`src/rtl/multicycle_ctrl_pkg.sv`:
```
// ---------------------------------------------------------------------------
// multicycle_ctrl_pkg
// Shared definitions for the multi-cycle RV32 controller: opcode constants,
// datapath select encodings, the FSM state encoding and the control bundle
// produced by the output decoder.
// ---------------------------------------------------------------------------
package multicycle_ctrl_pkg;

    // Opcodes (IR[6:0])
    localparam logic [6:0] OpcLw    = 7'b0000011;
    localparam logic [6:0] OpcSw    = 7'b0100011;
    localparam logic [6:0] OpcFsw   = 7'b0100111;
    localparam logic [6:0] OpcAddi  = 7'b0010011;
    localparam logic [6:0] OpcAdd   = 7'b0110011;
    localparam logic [6:0] OpcBeq   = 7'b1100011;
    localparam logic [6:0] OpcJal   = 7'b1101111;
    localparam logic [6:0] OpcRfsop = 7'b1010011;

    localparam logic Yes = 1'b1;
    localparam logic No  = 1'b0;

    // ALU operation
    localparam logic [1:0] AluOpAdd   = 2'b00;
    localparam logic [1:0] AluOpSub   = 2'b01;
    localparam logic [1:0] AluOpFunct = 2'b10;

    // Register write-back source
    localparam logic [1:0] RegSrcAluOut = 2'b00;
    localparam logic [1:0] RegSrcMdr    = 2'b01;
    localparam logic [1:0] RegSrcPc     = 2'b10;

    // PC source
    localparam logic [1:0] PcSrcAlu    = 2'b00;
    localparam logic [1:0] PcSrcAluOut = 2'b01;

    // ALU operand selects
    localparam logic [1:0] SrcAPc    = 2'b00;
    localparam logic [1:0] SrcARs1   = 2'b01;
    localparam logic [1:0] SrcAOldPc = 2'b10;
    localparam logic [1:0] SrcBRs2   = 2'b00;
    localparam logic [1:0] SrcBFour  = 2'b01;
    localparam logic [1:0] SrcBImm   = 2'b10;

    typedef enum logic [3:0] {
        StFetch   = 4'd0,
        StDecode  = 4'd1,
        StMemAddr = 4'd2,
        StMemRd   = 4'd3,
        StWbMem   = 4'd4,
        StMemWr   = 4'd5,
        StExec    = 4'd6,
        StWbAlu   = 4'd7,
        StBranch  = 4'd8,
        StJal     = 4'd9,
        StFpStart = 4'd10,
        StFpWait  = 4'd11,
        StFpWb    = 4'd12,
        StHalt    = 4'd13
    } state_e;

    typedef struct packed {
        logic       mem_req;
        logic       iord;
        logic       mem_write;
        logic       ir_write;
        logic       pc_write;
        logic       pc_write_cond;
        logic [1:0] pc_source;
        logic [1:0] alu_src_a;
        logic [1:0] alu_src_b;
        logic [1:0] alu_op;
        logic       reg_write;
        logic [1:0] reg_src;
        logic       freg_write;
        logic       flt;
        logic       fpu_start;
        logic       halted;
    } ctrl_t;

endpackage

```
`src/rtl/multicycle_ctrl_fp_watchdog.sv`:
```
// ---------------------------------------------------------------------------
// multicycle_ctrl_fp_watchdog
// Counts cycles spent waiting on the FPU and raises a sticky error when the
// wait reaches FP_TIMEOUT cycles without a result.
//   clk_i      clock
//   rst_i      synchronous active-high reset
//   clr_i      restart the count (FPU launch)
//   en_i       count this cycle (waiting on FPU)
//   done_i     FPU result arrives this cycle; suppresses the timeout
//   expired_o  last allowed wait cycle passed without a result
//   err_o      sticky timeout flag
// ---------------------------------------------------------------------------
module multicycle_ctrl_fp_watchdog #(
    parameter int unsigned FP_TIMEOUT = 64
) (
    input  logic clk_i,
    input  logic rst_i,
    input  logic clr_i,
    input  logic en_i,
    input  logic done_i,
    output logic expired_o,
    output logic err_o
);

    // One spare bit so the count never wraps even if it steps past the limit.
    localparam int unsigned CntW = $clog2(FP_TIMEOUT) + 1;

    logic [CntW-1:0] cnt_q, cnt_d;
    logic            err_q, err_d;

    always_comb begin
        expired_o = en_i && !done_i && (cnt_q == CntW'(FP_TIMEOUT - 1));
        cnt_d     = cnt_q;
        if (clr_i) begin
            cnt_d = '0;
        end else if (en_i) begin
            cnt_d = cnt_q + CntW'(1);
        end
        err_d = err_q | expired_o;
    end

    always_ff @(posedge clk_i) begin
        if (rst_i) begin
            cnt_q <= '0;
            err_q <= 1'b0;
        end else begin
            cnt_q <= cnt_d;
            err_q <= err_d;
        end
    end

    assign err_o = err_q;

endmodule

```
`src/rtl/multicycle_ctrl.sv`:
```
// ---------------------------------------------------------------------------
// multicycle_ctrl
// Moore controller for a shared multi-cycle RV32 datapath (single ALU, unified
// memory port, integer/FP register files, external multi-cycle FPU). Also
// counts retired instructions and watches the FPU for hangs.
//   clk, rst        clock, synchronous active-high reset
//   opcode          IR[6:0]
//   mem_ready       memory completes the current request
//   fpu_done        FPU result valid pulse
//   mem_req..float  datapath strobes and selects
//   fpu_start       one-cycle FPU launch
//   halted          sticky halt (illegal opcode or FPU timeout)
//   fp_timeout_err  sticky FPU watchdog error
//   instret         retired-instruction count
// ---------------------------------------------------------------------------
module multicycle_ctrl
    import multicycle_ctrl_pkg::*;
#(
    parameter int unsigned CNT_W      = 32,
    parameter int unsigned FP_TIMEOUT = 64
) (
    input  logic             clk,
    input  logic             rst,
    input  logic [6:0]       opcode,
    input  logic             mem_ready,
    input  logic             fpu_done,
    output logic             mem_req,
    output logic             IorD,
    output logic             MemWrite,
    output logic             IRWrite,
    output logic             PCWrite,
    output logic             PCWriteCond,
    output logic [1:0]       PCSource,
    output logic [1:0]       ALUSrcA,
    output logic [1:0]       ALUSrcB,
    output logic [1:0]       ALUop,
    output logic             RegWrite,
    output logic [1:0]       RegSrc,
    output logic             FRegWrite,
    output logic             float,
    output logic             fpu_start,
    output logic             halted,
    output logic             fp_timeout_err,
    output logic [CNT_W-1:0] instret
);

    state_e           state_q, state_d;
    ctrl_t            ctl;
    logic             retire;
    logic             wd_clr, wd_en, wd_expired;
    logic [CNT_W-1:0] instret_q, instret_d;

    multicycle_ctrl_fp_watchdog #(
        .FP_TIMEOUT (FP_TIMEOUT)
    ) u_fp_watchdog (
        .clk_i     (clk),
        .rst_i     (rst),
        .clr_i     (wd_clr),
        .en_i      (wd_en),
        .done_i    (fpu_done),
        .expired_o (wd_expired),
        .err_o     (fp_timeout_err)
    );

    // State register
    always_ff @(posedge clk) begin
        if (rst) begin
            state_q <= StFetch;
        end else begin
            state_q <= state_d;
        end
    end

    // Next-state logic
    always_comb begin
        state_d = state_q;
        case (state_q)
            StFetch:   if (mem_ready) state_d = StDecode;
            StDecode: begin
                case (opcode)
                    OpcLw, OpcSw, OpcFsw: state_d = StMemAddr;
                    OpcAdd, OpcAddi:      state_d = StExec;
                    OpcBeq:               state_d = StBranch;
                    OpcJal:               state_d = StJal;
                    OpcRfsop:             state_d = StFpStart;
                    default:              state_d = StHalt;
                endcase
            end
            StMemAddr: state_d = (opcode == OpcLw) ? StMemRd : StMemWr;
            StMemRd:   if (mem_ready) state_d = StWbMem;
            StMemWr:   if (mem_ready) state_d = StFetch;
            StExec:    state_d = StWbAlu;
            StFpStart: state_d = StFpWait;
            StFpWait: begin
                // A result in the final wait cycle beats the timeout.
                if (fpu_done) begin
                    state_d = StFpWb;
                end else if (wd_expired) begin
                    state_d = StHalt;
                end
            end
            StWbMem, StWbAlu, StBranch, StJal, StFpWb: state_d = StFetch;
            StHalt:    state_d = StHalt;
            default:   state_d = StHalt;
        endcase
    end

    // Output decode; everything reads 0 while reset is asserted.
    always_comb begin
        ctl    = '0;
        retire = No;
        if (!rst) begin
            case (state_q)
                StFetch: begin
                    ctl.mem_req = Yes;
                    if (mem_ready) begin
                        ctl.ir_write  = Yes;
                        ctl.pc_write  = Yes;
                        ctl.alu_src_a = SrcAPc;
                        ctl.alu_src_b = SrcBFour;
                        ctl.alu_op    = AluOpAdd;
                        ctl.pc_source = PcSrcAlu;
                    end
                end
                StDecode: begin
                    ctl.alu_src_a = SrcAOldPc;
                    ctl.alu_src_b = SrcBImm;
                    ctl.alu_op    = AluOpAdd;
                end
                StMemAddr: begin
                    ctl.alu_src_a = SrcARs1;
                    ctl.alu_src_b = SrcBImm;
                    ctl.alu_op    = AluOpAdd;
                end
                StMemRd: begin
                    ctl.mem_req = Yes;
                    ctl.iord    = Yes;
                end
                StWbMem: begin
                    ctl.reg_write = Yes;
                    ctl.reg_src   = RegSrcMdr;
                    retire        = Yes;
                end
                StMemWr: begin
                    ctl.mem_req   = Yes;
                    ctl.mem_write = Yes;
                    ctl.iord      = Yes;
                    ctl.flt       = (opcode == OpcFsw);
                    retire        = mem_ready;
                end
                StExec: begin
                    ctl.alu_src_a = SrcARs1;
                    if (opcode == OpcAdd) begin
                        ctl.alu_src_b = SrcBRs2;
                        ctl.alu_op    = AluOpFunct;
                    end else begin
                        ctl.alu_src_b = SrcBImm;
                        ctl.alu_op    = AluOpAdd;
                    end
                end
                StWbAlu: begin
                    ctl.reg_write = Yes;
                    ctl.reg_src   = RegSrcAluOut;
                    retire        = Yes;
                end
                StBranch: begin
                    ctl.alu_src_a     = SrcARs1;
                    ctl.alu_src_b     = SrcBRs2;
                    ctl.alu_op        = AluOpSub;
                    ctl.pc_write_cond = Yes;
                    ctl.pc_source     = PcSrcAluOut;
                    retire            = Yes;
                end
                StJal: begin
                    // PC already holds PC+4 from fetch, so it is the link value.
                    ctl.pc_write  = Yes;
                    ctl.pc_source = PcSrcAluOut;
                    ctl.reg_write = Yes;
                    ctl.reg_src   = RegSrcPc;
                    retire        = Yes;
                end
                StFpStart: ctl.fpu_start = Yes;
                StFpWb: begin
                    ctl.freg_write = Yes;
                    retire         = Yes;
                end
                StHalt:  ctl.halted = Yes;
                default: ;
            endcase
        end
    end

    assign wd_clr = (state_q == StFpStart);
    assign wd_en  = (state_q == StFpWait);

    // Retired-instruction counter; wraps silently.
    assign instret_d = retire ? instret_q + CNT_W'(1) : instret_q;

    always_ff @(posedge clk) begin
        if (rst) begin
            instret_q <= '0;
        end else begin
            instret_q <= instret_d;
        end
    end

    assign mem_req     = ctl.mem_req;
    assign IorD        = ctl.iord;
    assign MemWrite    = ctl.mem_write;
    assign IRWrite     = ctl.ir_write;
    assign PCWrite     = ctl.pc_write;
    assign PCWriteCond = ctl.pc_write_cond;
    assign PCSource    = ctl.pc_source;
    assign ALUSrcA     = ctl.alu_src_a;
    assign ALUSrcB     = ctl.alu_src_b;
    assign ALUop       = ctl.alu_op;
    assign RegWrite    = ctl.reg_write;
    assign RegSrc      = ctl.reg_src;
    assign FRegWrite   = ctl.freg_write;
    assign float       = ctl.flt;
    assign fpu_start   = ctl.fpu_start;
    assign halted      = ctl.halted;
    assign instret     = instret_q;

endmodule

```
`config.mk`:
```
export PLATFORM = sky130hd
export DESIGN_NAME = multicycle_ctrl
export DESIGN_NICKNAME = d
export VERILOG_FILES = /design/src/rtl/multicycle_ctrl_pkg.sv /design/src/rtl/multicycle_ctrl_fp_watchdog.sv /design/src/rtl/multicycle_ctrl.sv
export SDC_FILE = /design/constraint.sdc
export NUM_CORES = 1
export LEC_CHECK = 0
export BUFFER_PORTS_ARGS = -buffer_cell sky130_fd_sc_hd__buf_2
export CELL_PAD_IN_SITES_DETAIL_PLACEMENT = 1
export CELL_PAD_IN_SITES_GLOBAL_PLACEMENT = 2
export CORE_MARGIN = 5
export CORE_UTILIZATION = 28
export CTS_BUF_LIST = sky130_fd_sc_hd__clkbuf_2 sky130_fd_sc_hd__clkbuf_4 sky130_fd_sc_hd__clkbuf_8
export CTS_CLUSTER_DIAMETER = 30
export DETAILED_ROUTE_END_ITERATION = 7
export GPL_TIMING_DRIVEN = 0
export PLACE_DENSITY_LB_ADDON = 0.1
export SLEW_MARGIN = 25
export SYNTH_ARGS = -nofsm -noshare
export SYNTH_HDL_FRONTEND = slang
export SYNTH_SLANG_ARGS = --single-unit
```
`constraint.sdc`:
```
create_clock -name clk -period 2.1 [get_ports clk]
set_input_delay 0.315 -clock clk [delete_from_list [all_inputs] [get_ports clk]]
set_output_delay 0.315 -clock clk [all_outputs]
set_load 0.01 [all_outputs]
```
---- Word-level counts from Yosys, hierarchy flattened ----
Cells that the tools add are included.
word-level totals
  input bits .............................. 11
  bits in registers ....................... 44
  word-level logic and storage cells ...... 72
  output and inout bits ................... 54
cells by class
  reductions and logical operators ........ 12
  mux-type cells .......................... 27
  bitwise gates (word level) .............. 1
  eq/ne operators ......................... 26
  add/subtract/negate cells ............... 2
operator list
  cell                   number
  $pmux 4 s9             1
  $add 32x1->32 const B  1
  $pmux 6 s5             1
  $eq 7x6->1 const B     4
  $eq 4x4->1 const B     6
  $mux 4                 6
  $eq 7x7->1 const B     3
  $mux 21                1
  $pmux 4 s5             1
  $eq 4x3->1 const B     4
  $mux 1                 10
  $pmux 3 s3             1
  $eq 4x2->1 const B     2
  $reduce_or 2->1        4
  $add 7x1->7 const B    1
  $eq 7x2->1 const B     1
  $eq 7x5->1 const B     1
  $mux 3                 2
  $ne 2x2->1 const B     3
  $reduce_or 3->1        2
  $reduce_or 5->1        1
  $eq 4x1->1 const B     1
  $logic_not 4->1        1
  $pmux 1 s2             2
  other kinds (7)        8

---- Depth between registers and ports, before layout ----
  depth after elaboration ................. 6
  depth in mapped cells ................... 7
  depth with buffers taken out ............ 6

---- By module ----
Synthesis repeated with hierarchy kept, for this count alone.
second synthesis, totals
  cell total of the unflattened synthesis .. 326
  area, all modules ....................... 2608.8 µm²
modules (own cells, without submodules)
  module                       area each (µm²)  instances  seq. area each (µm²)  cells an instance
  multicycle_ctrl              2265.9           1          720.7                 289
  multicycle_ctrl_fp_watchdog  342.8            1          160.2                 37

---- Worst setup path after synthesis ----
OpenSTA, ideal clock, no wires.
  kind .................................... reg-to-reg
  from .................................... register state_q[1]
  to ...................................... register instret_q[31] (netlist: instret[31])
  data arrival time ....................... 1912 ps
  stages on the path, launching flop included .. 7
  path buffers ............................ 1
  data required time ...................... 2029 ps
  slack ................................... 117 ps
  setup time .............................. 71 ps
  clock period less this slack ............ 1983 ps
  path through ............................ dfxtp_1 > clkbuf_1 > nor2_1 > a221oi_2 > or4_4 > or4_1 > a21oi_1
on the way
  longest elaborated chain between the ends .. 4
  elaborated cells on any way between the ends .. 9
  those cells by class .................... eq/ne (6); mux (2); reduce/logical (1)
ends and longest elaborated chain
  element                                          line                    source
  start, declared                                  multicycle_ctrl.sv:47   state_e state_q, state_d;
  start signal, assigned                           multicycle_ctrl.sv:68   state_q <= StFetch;
  start signal, assigned                           multicycle_ctrl.sv:70   state_q <= state_d;
  $eq 4x4->1 / $eq 4x3->1 (equally long branches)  multicycle_ctrl.sv:113  case (state_q)
  $reduce_or 5->1 (no source line)                 --
  $pmux 1 s2 (*)                                   multicycle_ctrl.sv:113
  $mux 1 (*)                                       multicycle_ctrl.sv:112  if (!rst) begin
  end signal, assigned                             multicycle_ctrl.sv:203  instret_q <= instret_d;
  end, declared                                    multicycle_ctrl.sv:51   logic [CNT_W-1:0] instret_q, instret_d;
Mark *: on every way between the ends. The rest lies on a longest branch, timed or not.
A chain may end at the register's enable or synchronous reset.

---- Worst setup path in the final report ----
  from .................................... register state_q[2]
  to ...................................... output PCWrite
on the way
  longest elaborated chain between the ends .. 3
  elaborated cells on any way between the ends .. 4
  those cells by class .................... eq/ne (1); mux (2); reduce/logical (1)
ends and longest elaborated chain
  element                                               line                    source
  $eq 4x4->1 / $logic_not 4->1 (equally long branches)  multicycle_ctrl.sv:113
  $pmux 1 s2 (*)                                        multicycle_ctrl.sv:113
  $mux 21 (*)                                           multicycle_ctrl.sv:112
  end, declared                                         multicycle_ctrl.sv:31   output logic PCWrite,
Marked as above.

==> flow_metrics.py <==
metrics = {
    "grt": {
        "track_usage_pct": 14.9,
        "antenna_found_initial": 0,
        "grt_pass1_vias": 2615,
        "grt_overflow_total": 0,
        "grt_max_degree": 15,
        "grt_pass1_wl_mm": 13.6,
    },
    "floorplan": {
        "start_util_pct": 28.3,
        "rows": 35,
        "fp.dieH_um": 106,
        "die_w_um": 106,
        "core_area_um2": 9060,
        "die-area_um2": 11200,
        "ioPinCount": 65,
    },
    "finish": {
        "num-fill-cells": 1113,
        "layout.cells.non_filler": 509,
        "nets": 410,
        "drive_gt1_share_pct": 28.1,
        "final_cell_area_um2": 3240,
        "regArea_um2": 890,
        "n_antenna_cell": 0,
        "multi_input_area_um2": 1630,
        "syn2layout_area_growth_pct": 26.2,
    },
    "yosys": {
        "synth_top_flop_cell": "dfxtp_1",
        "async_flop_share_pct": 0,
        "synth_area_um2": 2560,
        "synth-warning-count": 0,
        "yosysUniqueCellTypes": 46,
        "avgSynthCellArea_um2": 7.80,
        "synth-edff-count": 0,
        "syn-num-nets": 342,
        "syn_inst": 329,
        "ys_seq_elements": 44,
        "seq_area_frac_synth_pct": 34.3,
    },
    "detailed_routing": {
        "drt_iter0_markers": 115,
        "drt-wirelength-per-cell_um": 16.2,
        "vias": 2650,
        "ant_nets": 0,
        "routed_wl_mm": 8.27,
        "drtPass1Iterations": 4,
        "viasPerCell": 5.21,
        "drc": 0,
    },
    "placement": {
        "gp_congestion": 0.751,
        "dp_cells": 501,
        "postPlaceCellArea_um2": 3010,
        "io_buffers": 61,
        "place_hpwl_mm": 6.14,
    },
    "sta": {
        "worstMarginPinSlew_ns": 0.587,
        "final.setup_skew_ns": 0.0131,
        "hold_viol_final": 0,
        "fmax_mhz": 499,
        "slew_headroom_pct": 60.6,
        "finalMaxSlewViolations": 0,
        "setup_viol": 0,
        "finalCritPeriodShare_pct": 95.5,
        "post-route-min-period_ns": 2.01,
    },
    "clock_network": {
        "root_buffer": "clkbuf_8",
        "hold_buffers": 0,
        "clock_path_buffers": 2,
        "clock-sinks": 44,
        "h-tree-depth": 2,
        "clock_latency_ns": 0.31,
        "clk_pin_slew_ns": 0.08,
        "cts_buffers": 5,
        "cts_tree": "done",
    },
    "critical_path": {
        "cp.required_ns": 1.78,
        "cp_slowest_cell": "dfxtp_2",
        "critPathKind": "reg2out",
        "critPathLaunchType": "register",
        "critPathTopFamily": "simple AND/OR/NAND/NOR gates",
        "cpPeakStageDelay_ns": 0.39,
        "critical_path_peak_fanout": 10,
        "worst_ep_arrival_time_ns": 1.69,
        "end_kind": "output pin",
        "rr_worst_depth": 5,
        "cp_num_buf_inv": 2,
        "cp_num_cells": 5,
        "cp_cell_sequence": "buf_4 -> nand2b_1 -> nor3_2 -> or2_2 -> buf_2",
    },
    "power_and_ir_drop": {
        "p_per_area_nw_per_um2": 837,
        "p_total_mw": 2.71,
        "leakage_nw": 1.24,
        "ir_worst_vdd_mv": 0.314,
    },
    "job": {
        "max_cap_viol_count": 0,
    },
    "worst_hold_path": {
        "hold_depth": 3,
        "hp-class": "in2reg",
    },
    "status": {
        "status": "complete, no violations",
    },
}
## per-layer routing
| layer | vias to the layer above | track usage (%) | wire, um |
|---|---|---|---|
| li1 | 1314 | - | - |
| met1 | 1277 | 21.0 | 4240 |
| met2 | 55 | 23.5 | 3670 |
| met3 | 4 | 2.94 | 295 |
| met4 | 0 | 3.33 | 67 |
| met5 | - | 0 | 0 |
## sequential cells by signal, indices dropped and copies added (netlist names)
| signal | count |
|---|---|
| u_fp_watchdog.cnt_q | 7 |
| u_fp_watchdog.err_o | 1 |
| instret | 32 |
| state_q | 4 |
## cells in the mapped netlist, types with 2 or more instances
| master | number | area share, % |
|---|---|---|
| a21oi_1 | 16 | 3.1 |
| a22oi_1 | 2 | 0.59 |
| a311oi_1 | 3 | 1.0 |
| and3_1 | 5 | 1.2 |
| and4_1 | 6 | 2.0 |
| buf_1 | 3 | 0.44 |
| buf_4 | 2 | 0.59 |
| clkbuf_1 | 18 | 2.6 |
| dfxtp_1 | 44 | 34 |
| ha_1 | 2 | 0.98 |
| inv_1 | 5 | 0.73 |
| nand2_1 | 24 | 3.5 |
| nand2b_1 | 6 | 1.5 |
| nand3_1 | 5 | 0.98 |
| nand4_1 | 13 | 3.2 |
| nor2_1 | 46 | 6.7 |
| nor2b_1 | 5 | 1.2 |
| nor3_1 | 24 | 4.7 |
| nor3b_1 | 7 | 2.0 |
| nor4_1 | 13 | 3.2 |
| nor4b_1 | 6 | 2.0 |
| o21ai_0 | 7 | 1.4 |
| o22ai_1 | 2 | 0.49 |
| o2bb2ai_1 | 2 | 0.68 |
| o31ai_1 | 3 | 0.88 |
| or2_2 | 4 | 0.98 |
| or3_1 | 3 | 0.73 |
| or4_1 | 3 | 0.88 |
| xnor2_1 | 27 | 9.2 |
| xor2_1 | 7 | 2.4 |
## worst min-delay path: stages
cell and delay, ns:
buf_2 0.12, nor4b_1 0.06, o2bb2ai_1 0.13
## cell type report
class / instances / area share, %
buffer: 20 / 3.48
clock buffer: 6 / 2.55
clock inverter: 2 / 1.20
inverter: 5 / 0.580
multi-input combinational: 257 / 50.3
sequential: 44 / 27.5
tap: 111 / 4.29
timing repair buffer: 64 / 10.1
## cells by family after synthesis
kind of cell,synth area share (%)
other,0.146
AOI/OAI and AO/OA,11.4
muxes,0.390
and+or+nand+nor,36.8
xor gates and xnor gates,11.6
DFF,34.3
buffers and inverters,4.39
adders and majority gates,0.975
## path summary, 6_finish.rpt
check / startpoint / slack (ns) / end
setup reg to reg: state_q[3] / 0.11 / instret[29]
setup / recovery: state_q[2] / 0.09 / PCWrite
hold reg to reg: u_fp_watchdog.cnt_q[1] / 0.48 / u_fp_watchdog.cnt_q[1]
hold / removal: opcode[3] / 0.37 / state_q[1]
## cells in the final DEF (no fill, tap or decap), types with 4 or more instances in the layout
cell	Yosys	routed
nor2_1	46	45
a21oi_1	16	16
nor2b_1	5	4
buf_2	0	63
nor4_1	13	13
clkbuf_1	18	7
and3_1	5	5
nor3b_1	7	7
xnor2_1	27	27
nand2b_1	6	5
nand3_1	5	5
buf_4	2	7
xor2_1	7	7
inv_1	5	5
nand4_1	13	13
nor3_1	24	20
o21ai_0	7	7
clkbuf_8	0	7
nand2_1	24	23
dfxtp_1	44	37
nor4b_1	6	6
clkbuf_2	0	5
dfxtp_2	0	7
## where the power goes
group          switching (mW)  internal [mW]  leakage (nW)
clock network           0.324          0.390        0.0614
logic                   0.695          0.372         0.825
registers              0.0564          0.874         0.358
total                    1.08           1.64          1.24
## through the flow
stage               hold WS [ns]  worst slack [ns]  util, %  setup TNS (ns)
finish                     0.366            0.0948     35.7               0
detailed placement         0.473            -0.276     33.2           -6.36
global route               0.390         -0.000937     35.7       -0.000937
global placement           0.462            -0.277     33.2           -5.69
CTS                        0.370           0.00610     35.0               0
floorplan                  0.449             0.117        -               0
## timing repair
item | in CTS | in global routing
resized for setup | 18 | 28
pin swaps | 0 | 1
setup buffers | 1 | 2
setup endpoints to repair | 49 | 27
No activity file was read; power rests on OpenSTA's default activity.
